**config.mk**
```make
export PLATFORM = sky130hd
export DESIGN_NAME = wb_master_arbiter
export DESIGN_NICKNAME = d
export VERILOG_FILES = /design/src/rtl/wb_master_arbiter_pkg.sv /design/src/rtl/wb_master_arbiter_watchdog.sv /design/src/rtl/wb_master_arbiter.sv
export SDC_FILE = /design/constraint.sdc
export NUM_CORES = 1
export LEC_CHECK = 0
export BUFFER_PORTS_ARGS = -buffer_cell sky130_fd_sc_hd__buf_4
export CORE_AREA = 2 2 72 74
export DETAILED_ROUTE_END_ITERATION = 10
export DIE_AREA = 0 0 74 76
export GPL_TIMING_DRIVEN = 0
export HOLD_SLACK_MARGIN = 0.03
export PLACE_DENSITY = 0.68
export REMOVE_ABC_BUFFERS = 1
export SETUP_SLACK_MARGIN = 0.15
export SLEW_MARGIN = 20
export SYNTH_ARGS = -nofsm -noshare
export SYNTH_HDL_FRONTEND = slang
export SYNTH_SLANG_ARGS = --single-unit
```
**constraint.sdc**
```tcl
create_clock -name clk -period 2.02 [get_ports clk]
set_input_delay 0 -clock clk [delete_from_list [all_inputs] [get_ports clk]]
set_output_delay 0 -clock clk [all_outputs]
set_load 0.01 [all_outputs]
```
**src/rtl/wb_master_arbiter_pkg.sv**
```systemverilog
// Shared encodings for the two-master Wishbone arbiter: FSM states, one-hot
// grant codes and the bus data width.
package wb_master_arbiter_pkg;

   localparam int WB_DATA_WIDTH = 16;

   typedef enum logic [1:0] {
      ARB_IDLE   = 2'd0,
      ARB_GRANT0 = 2'd1,
      ARB_GRANT1 = 2'd2
   } arbState_t;

   localparam logic [1:0] GRANT_NONE = 2'b00;
   localparam logic [1:0] GRANT_M0   = 2'b01;
   localparam logic [1:0] GRANT_M1   = 2'b10;

endpackage

```
**src/rtl/wb_master_arbiter_watchdog.sv**
```systemverilog
// Stall watchdog: counts strobed, un-acked slave cycles and flags the cycle in
// which the count reaches WATCHDOG_CYCLES.
module wb_arb_watchdog #(
   parameter int WATCHDOG_CYCLES = 1024
) (
   input  logic clk,
   input  logic rstN,
   input  logic stall,
   input  logic grantRel,
   output logic err
);

   logic [15:0] cnt;

   // cnt holds the number of earlier stalled cycles, so err fires in the Nth one
   assign err = stall && (cnt == 16'(WATCHDOG_CYCLES - 1));

   always_ff @(posedge clk or negedge rstN) begin
      if (!rstN)
         cnt <= '0;
      else if (!stall || err || grantRel)
         cnt <= '0;
      else
         cnt <= cnt + 16'd1;
   end

endmodule

```
**src/rtl/wb_master_arbiter.sv**
```systemverilog
// Two-master Wishbone arbiter, round-robin on ties, grant held for a whole CYC.
// Optional stall watchdog enabled by defining WB_ARB_WATCHDOG_EN.
module wb_master_arbiter
   import wb_master_arbiter_pkg::*;
#(
   parameter int ADDRESS_WIDTH   = 24,
   parameter int WATCHDOG_CYCLES = 1024
) (
   input  logic                     clk,
   input  logic                     rstN,
   input  logic [ADDRESS_WIDTH-1:0] m0AdrI,
   input  logic [ADDRESS_WIDTH-1:0] m1AdrI,
   input  logic [WB_DATA_WIDTH-1:0] m0DatI,
   input  logic [WB_DATA_WIDTH-1:0] m1DatI,
   input  logic                     m0CycI,
   input  logic                     m0StbI,
   input  logic                     m0WeI,
   input  logic                     m1CycI,
   input  logic                     m1StbI,
   input  logic                     m1WeI,
   output logic [WB_DATA_WIDTH-1:0] m0DatO,
   output logic [WB_DATA_WIDTH-1:0] m1DatO,
   output logic                     m0AckO,
   output logic                     m1AckO,
   output logic                     m0ErrO,
   output logic                     m1ErrO,
   output logic [ADDRESS_WIDTH-1:0] sAdrO,
   output logic [WB_DATA_WIDTH-1:0] sDatO,
   output logic                     sCycO,
   output logic                     sStbO,
   output logic                     sWeO,
   input  logic [WB_DATA_WIDTH-1:0] sDatI,
   input  logic                     sAckI,
   output logic [1:0]               grantO
);

   arbState_t  state;
   logic [1:0] grant;
   logic [1:0] lastGrant;
   logic       rawCyc;
   logic       rawStb;
   logic       wdErr;

`ifdef WB_ARB_WATCHDOG_EN
   logic grantRel;

   assign grantRel = (grant[0] & ~m0CycI) | (grant[1] & ~m1CycI);

   // stall is taken before the error-cycle suppression to avoid a feedback path
   wb_arb_watchdog #(
      .WATCHDOG_CYCLES(WATCHDOG_CYCLES)
   ) uWatchdog (
      .clk      (clk),
      .rstN     (rstN),
      .stall    (rawCyc & rawStb & ~sAckI),
      .grantRel (grantRel),
      .err      (wdErr)
   );
`else
   assign wdErr = 1'b0;
`endif

   always_ff @(posedge clk or negedge rstN) begin
      if (!rstN) begin
         state     <= ARB_IDLE;
         grant     <= GRANT_NONE;
         lastGrant <= GRANT_M1;
      end else begin
         case (state)
            ARB_IDLE: begin
               if (m0CycI && (!m1CycI || lastGrant == GRANT_M1)) begin
                  state <= ARB_GRANT0;
                  grant <= GRANT_M0;
               end else if (m1CycI) begin
                  state <= ARB_GRANT1;
                  grant <= GRANT_M1;
               end
            end
            ARB_GRANT0: begin
               if (!m0CycI || wdErr) begin
                  lastGrant <= GRANT_M0;
                  state     <= m1CycI ? ARB_GRANT1 : ARB_IDLE;
                  grant     <= m1CycI ? GRANT_M1 : GRANT_NONE;
               end
            end
            ARB_GRANT1: begin
               if (!m1CycI || wdErr) begin
                  lastGrant <= GRANT_M1;
                  state     <= m0CycI ? ARB_GRANT0 : ARB_IDLE;
                  grant     <= m0CycI ? GRANT_M0 : GRANT_NONE;
               end
            end
            default: begin
               state <= ARB_IDLE;
               grant <= GRANT_NONE;
            end
         endcase
      end
   end

   always_comb begin
      rawCyc = 1'b0;
      rawStb = 1'b0;
      sAdrO  = '0;
      sDatO  = '0;
      sWeO   = 1'b0;
      if (grant[0]) begin
         rawCyc = m0CycI;
         rawStb = m0StbI;
         sAdrO  = m0AdrI;
         sDatO  = m0DatI;
         sWeO   = m0WeI;
      end else if (grant[1]) begin
         rawCyc = m1CycI;
         rawStb = m1StbI;
         sAdrO  = m1AdrI;
         sDatO  = m1DatI;
         sWeO   = m1WeI;
      end
   end

   assign sCycO  = rawCyc & ~wdErr;
   assign sStbO  = rawCyc & rawStb & ~wdErr;
   assign m0DatO = sDatI;
   assign m1DatO = sDatI;
   assign m0AckO = sAckI & grant[0];
   assign m1AckO = sAckI & grant[1];
   assign m0ErrO = wdErr & grant[0];
   assign m1ErrO = wdErr & grant[1];
   assign grantO = grant;

endmodule

```
[Yosys cells after proc, flatten, opt, wreduce, memory -nomap -nowiden]
Cells that the tools add are included.
Storage, ports and cells
  register bits: 4
  bits in latches: 0
  RAM bits: 0
  bits in read-only memories: 0
  output and inout port bits: 81
  logic and storage cells: 38
  memories kept: 0
Cells by class
  add/sub/neg operators: 0
  multiply operators: 0
  div/mod/pow operators: 0
  magnitude comparators: 0
  equal/unequal tests: 6
  shifts and indexed selects: 0
  mux-type cells: 20
  bitwise operators: 3
  reductions and logical operators: 7
Operators with widths (number)
  two-way mux 24 bit: 2
  two-way mux 16 bit: 2
  two-way mux 2 bit: 7
  two-way mux 1 bit: 7
  one-hot mux 2 bit (3 select lines): 1
  AND reduction 3 bit: 2
  equality test 2 bit (second input constant): 2
  inequality test 2 bit (second input constant): 2
  one-hot mux 2 bit (2 select lines): 1
  AND 1 bit: 3
  inequality test 3 bit (second input constant): 1
  equality test 2 x 1 -> 1 bit (second input constant): 1
  zero test 2 bit: 1
  nonzero test 2 bit: 1
  logical AND 1 bit: 1
  zero test 1 bit: 1
  logical OR 1 bit: 1

[Logic depth before layout (Yosys ltp)]
  depth after elaboration: 5
  gate-level depth with buffers: 4

[Worst setup path before layout]
OpenSTA, ideal clock, no wires.
  kind: register to register
  start: register, netlist name grantO[0]
  end: register grant[0] (netlist: grantO[0])
  data arrival time: 997 ps
  required time: 1901 ps
  path slack: 904 ps
  stages on the path, launching flop included: 5
  path buffers: 2
  period minus slack after synthesis: 1116 ps
  cell sequence: dfrtp_1 -> clkbuf_2 -> buf_4 -> mux2i_1 -> o21a_1
RTL lines
  end signal, assigned: line wb_master_arbiter.sv:83  | grant <= m1CycI ? GRANT_M1 : GRANT_NONE;
  end signal, assigned: line wb_master_arbiter.sv:90  | grant <= m0CycI ? GRANT_M0 : GRANT_NONE;
  end, declared: line wb_master_arbiter.sv:38  | logic [1:0] grant;

[Final worst setup path]
  start: register grant[0] (netlist: grantO[0])
  end: output sWeO
Between the ends
  word-level cells in the longest chain between the ends: 1
RTL lines
  two-way mux 1 bit: line wb_master_arbiter.sv:107  | if (grant[0]) begin
  end, declared: line wb_master_arbiter.sv:31  | output logic sWeO,
Every way passes these cells.

==> results.yml <==
clocking:
  htreeDepth: 1
  cts_tree: "done"
  clock_sinks: 4
  numCtsBuffers: 3
  clk_latency_ps: 220
  clockRootBuffer: "clkbuf_8"
  cts_buffer_depth: 2
  post-cts-setup-buffer-count: 0
  clk_pin_slew_ps: 30
floorplan:
  die_h_um: 76
  row_count: 26
  io_pins: 186
  core_area_um2: 4910
  die_x_um: 74
  dieArea_um2: 5620
  start_util: 0.197
worst_setup_path:
  cp.required_ps: 2020
  crit_start: "grantO[0]$_DFFE_PN0P_"
  crit_slowest_cell: "dfrtp_2"
  rrSetupSlack_ps: 690
  r2r-end: "grantO[0]$_DFFE_PN0P_"
  r2r_cells: 3
  setup.worst_path.end: "sWeO"
  crit_path_end_kind: "output pin"
  slowest_delay_ps: 590
  r2r_start: "grantO[0]$_DFFE_PN0P_"
  worst-setup-path-type: "reg2out"
  worstPathArrival_ps: 1730
  startpoint_type: "register"
  crit_path_max_fanout: 30
  crit_path_cell_trace: "buf_16 > nor2_4 > a22o_2 > buf_4"
timing:
  fmax_mhz: 580
  setup_viol: 0
  clock_skew_ps: 5.21
  rsz0062_at_grt: "no"
  finalMaxSlewViolations: 0
  timing.final.crit_period_ps: 1730
  worst_pin_slew_ps: 512
  hold_viol: 0
  slew_headroom: 0.659
  finalCritPeriodShare: 0.854
  setup_ws_ps: 295
power:
  total_power_mw: 1.29
  leakagePower_nw: 1.05
  peakVddDrop_uv: 446
  swShare: 0.396
  switchingPower_mw: 0.510
  p_int_mw: 0.779
  comb_power_share: 0.740
  power_frac_clock: 0.138
  power_density_nw_per_um2: 638
  p_seq_frac: 0.122
synth:
  ys_seq_area_frac: 0.105
  ys_types: 24
  avgSynthCellArea_um2: 8.64
  synth.yosys.warnings: 0
  synth-seq-cells: 4
  syn_inst: 112
  synth_area_um2: 967
global_route:
  grt_pass1_wl_mm: 6.64
  grt_overflow: 0
  antenna_found_initial: 0
  grt_pass1_vias: 1180
  grtUsageTotal: 0.156
  grt_start_max_net_pins: 30
placement:
  place_area_um2: 1770
  gp_congestion: 0.715
  dpl.hpwl_mm: 3.55
  post-place-ws_ps: 24.9
  port_buffers: 135
status:
  outcome: "finished clean"
layout:
  final_common_cell: "buf_4"
  syn2layout_area_growth_pct: 109
  final_cell_mix: "buf_4, a22o_2, dlygate4sd3_1, o21ai_0"
  layout-drive-gt1-share: 0.803
  fin_nets: 335
  antennaDiodeCount: 0
  fin_area_um2: 2020
drt:
  num_vias: 1313
  wire_per_inst_um: 17.2
  wirelength_mm: 5.13
  drtAntennaViolNets: 0
  via_per_inst: 4.39
  drc: 0
  drt_pre_antenna_iters: 4
  drt_iter0_markers: 59
job:
  maxCapViolCount: 0
min_path:
  hold_class: "in2reg"
## repair_timing
| action | CTS | global route |
|---|---|---|
| pin swaps | 1 | 0 |
| setup endpoints to repair | 41 | 20 |
| endpoints found under the hold margin | 36 | 0 |
| resized for setup | 2 | 1 |
| hold buffers | 17 | 0 |
| gates cloned | 2 | 1 |
## state kept, by name (all words and copies together) (netlist names)
signal and count:
grantO 2, lastGrant 2
## per-layer routing
layer	track usage	wire length, um	vias to the layer above
met5	0	0	-
met4	0.0400	33	0
met3	0.0437	460	4
met2	0.239	2440	72
met1	0.212	2190	614
li1	-	-	623
## worst max-delay path: cells and delay by family (launching register included)
family	cells	cell delay (ps)
AO/OA/AOI/OAI	1	210
flip-flops	1	590
AND/OR/NAND/NOR	1	310
buffers and inverters	2	390
## cell type report
cell class                 instances  area [um^2]
sequential                         4          103
fill                             501         2890
multi-input combinational         66          567
timing repair buffer             153         1210
inverter                           2         7.51
clock buffer                       4         45.0
tap                               70         87.6
## metrics by stage
stage / std cells / utilization / hold slack [ps] / setup TNS [ps]
floorplan: 69 / - / -296 / 0
global placement: 274 / 0.355 / -200 / -16840
detailed placement: 275 / 0.361 / -203 / 0
CTS: 298 / 0.409 / 36.1 / 0
global route: 299 / 0.411 / 44.4 / 0
finish: 299 / 0.411 / 42.9 / 0
## logic make-up (layout without fill, tap and decap cells)
family / count (synthesis) / after routing / share of synthesized area
AOI/OAI and AO/OA: 50 / 50 / 0.473
other: 1 / 2 / 0.00388
DFF: 4 / 4 / 0.105
muxes: 1 / 1 / 0.0103
and+or+nand+nor: 10 / 13 / 0.0595
buffers and inverters: 46 / 159 / 0.348
## worst min-delay path by stage
stage / startpoint / endpoint / slack (ps) / cells past startpoint
after CTS: m0CycI / grantO[0]$_DFFE_PN0P_ / 40 / 2
after floorplan: rstN / grantO[0]$_DFFE_PN0P_ / -300 / 0
after global placement: rstN / grantO[1]$_DFFE_PN0P_ / -200 / 1
after global routing: m0CycI / grantO[0]$_DFFE_PN0P_ / 40 / 2
final: m1CycI / grantO[1]$_DFFE_PN0P_ / 40 / 2
after detailed placement: rstN / grantO[1]$_DFFE_PN0P_ / -200 / 1
## power by group through the flow
| stage | Clock [mW] | Sequential (mW) | Combinational (mW) |
|---|---|---|---|
| final | 0.177 | 0.158 | 0.954 |
| after global routing | 0.193 | 0.163 | 1.01 |
| after CTS | 0.186 | 0.158 | 0.943 |
| after detailed placement | 0 | 0.159 | 0.849 |
| after global placement | 0 | 0.182 | 0.799 |
| after floorplan | 0 | 0.164 | 0.363 |
## synthesized netlist by cell type (all sizes together)
master | n | area share
a21oi | 1 | 0.0052
a22o | 41 | 0.42
and2 | 2 | 0.014
buf | 40 | 0.32
clkbuf | 4 | 0.017
conb | 1 | 0.0039
dfrtp | 3 | 0.078
dfstp | 1 | 0.027
inv | 2 | 0.0078
mux2i | 1 | 0.010
nand2 | 2 | 0.0078
nand3 | 2 | 0.010
nor2 | 3 | 0.019
nor3b | 1 | 0.0078
o21a | 2 | 0.016
o21ai | 5 | 0.026
o31ai | 1 | 0.0078
Power figures use the tool's default switching activity.
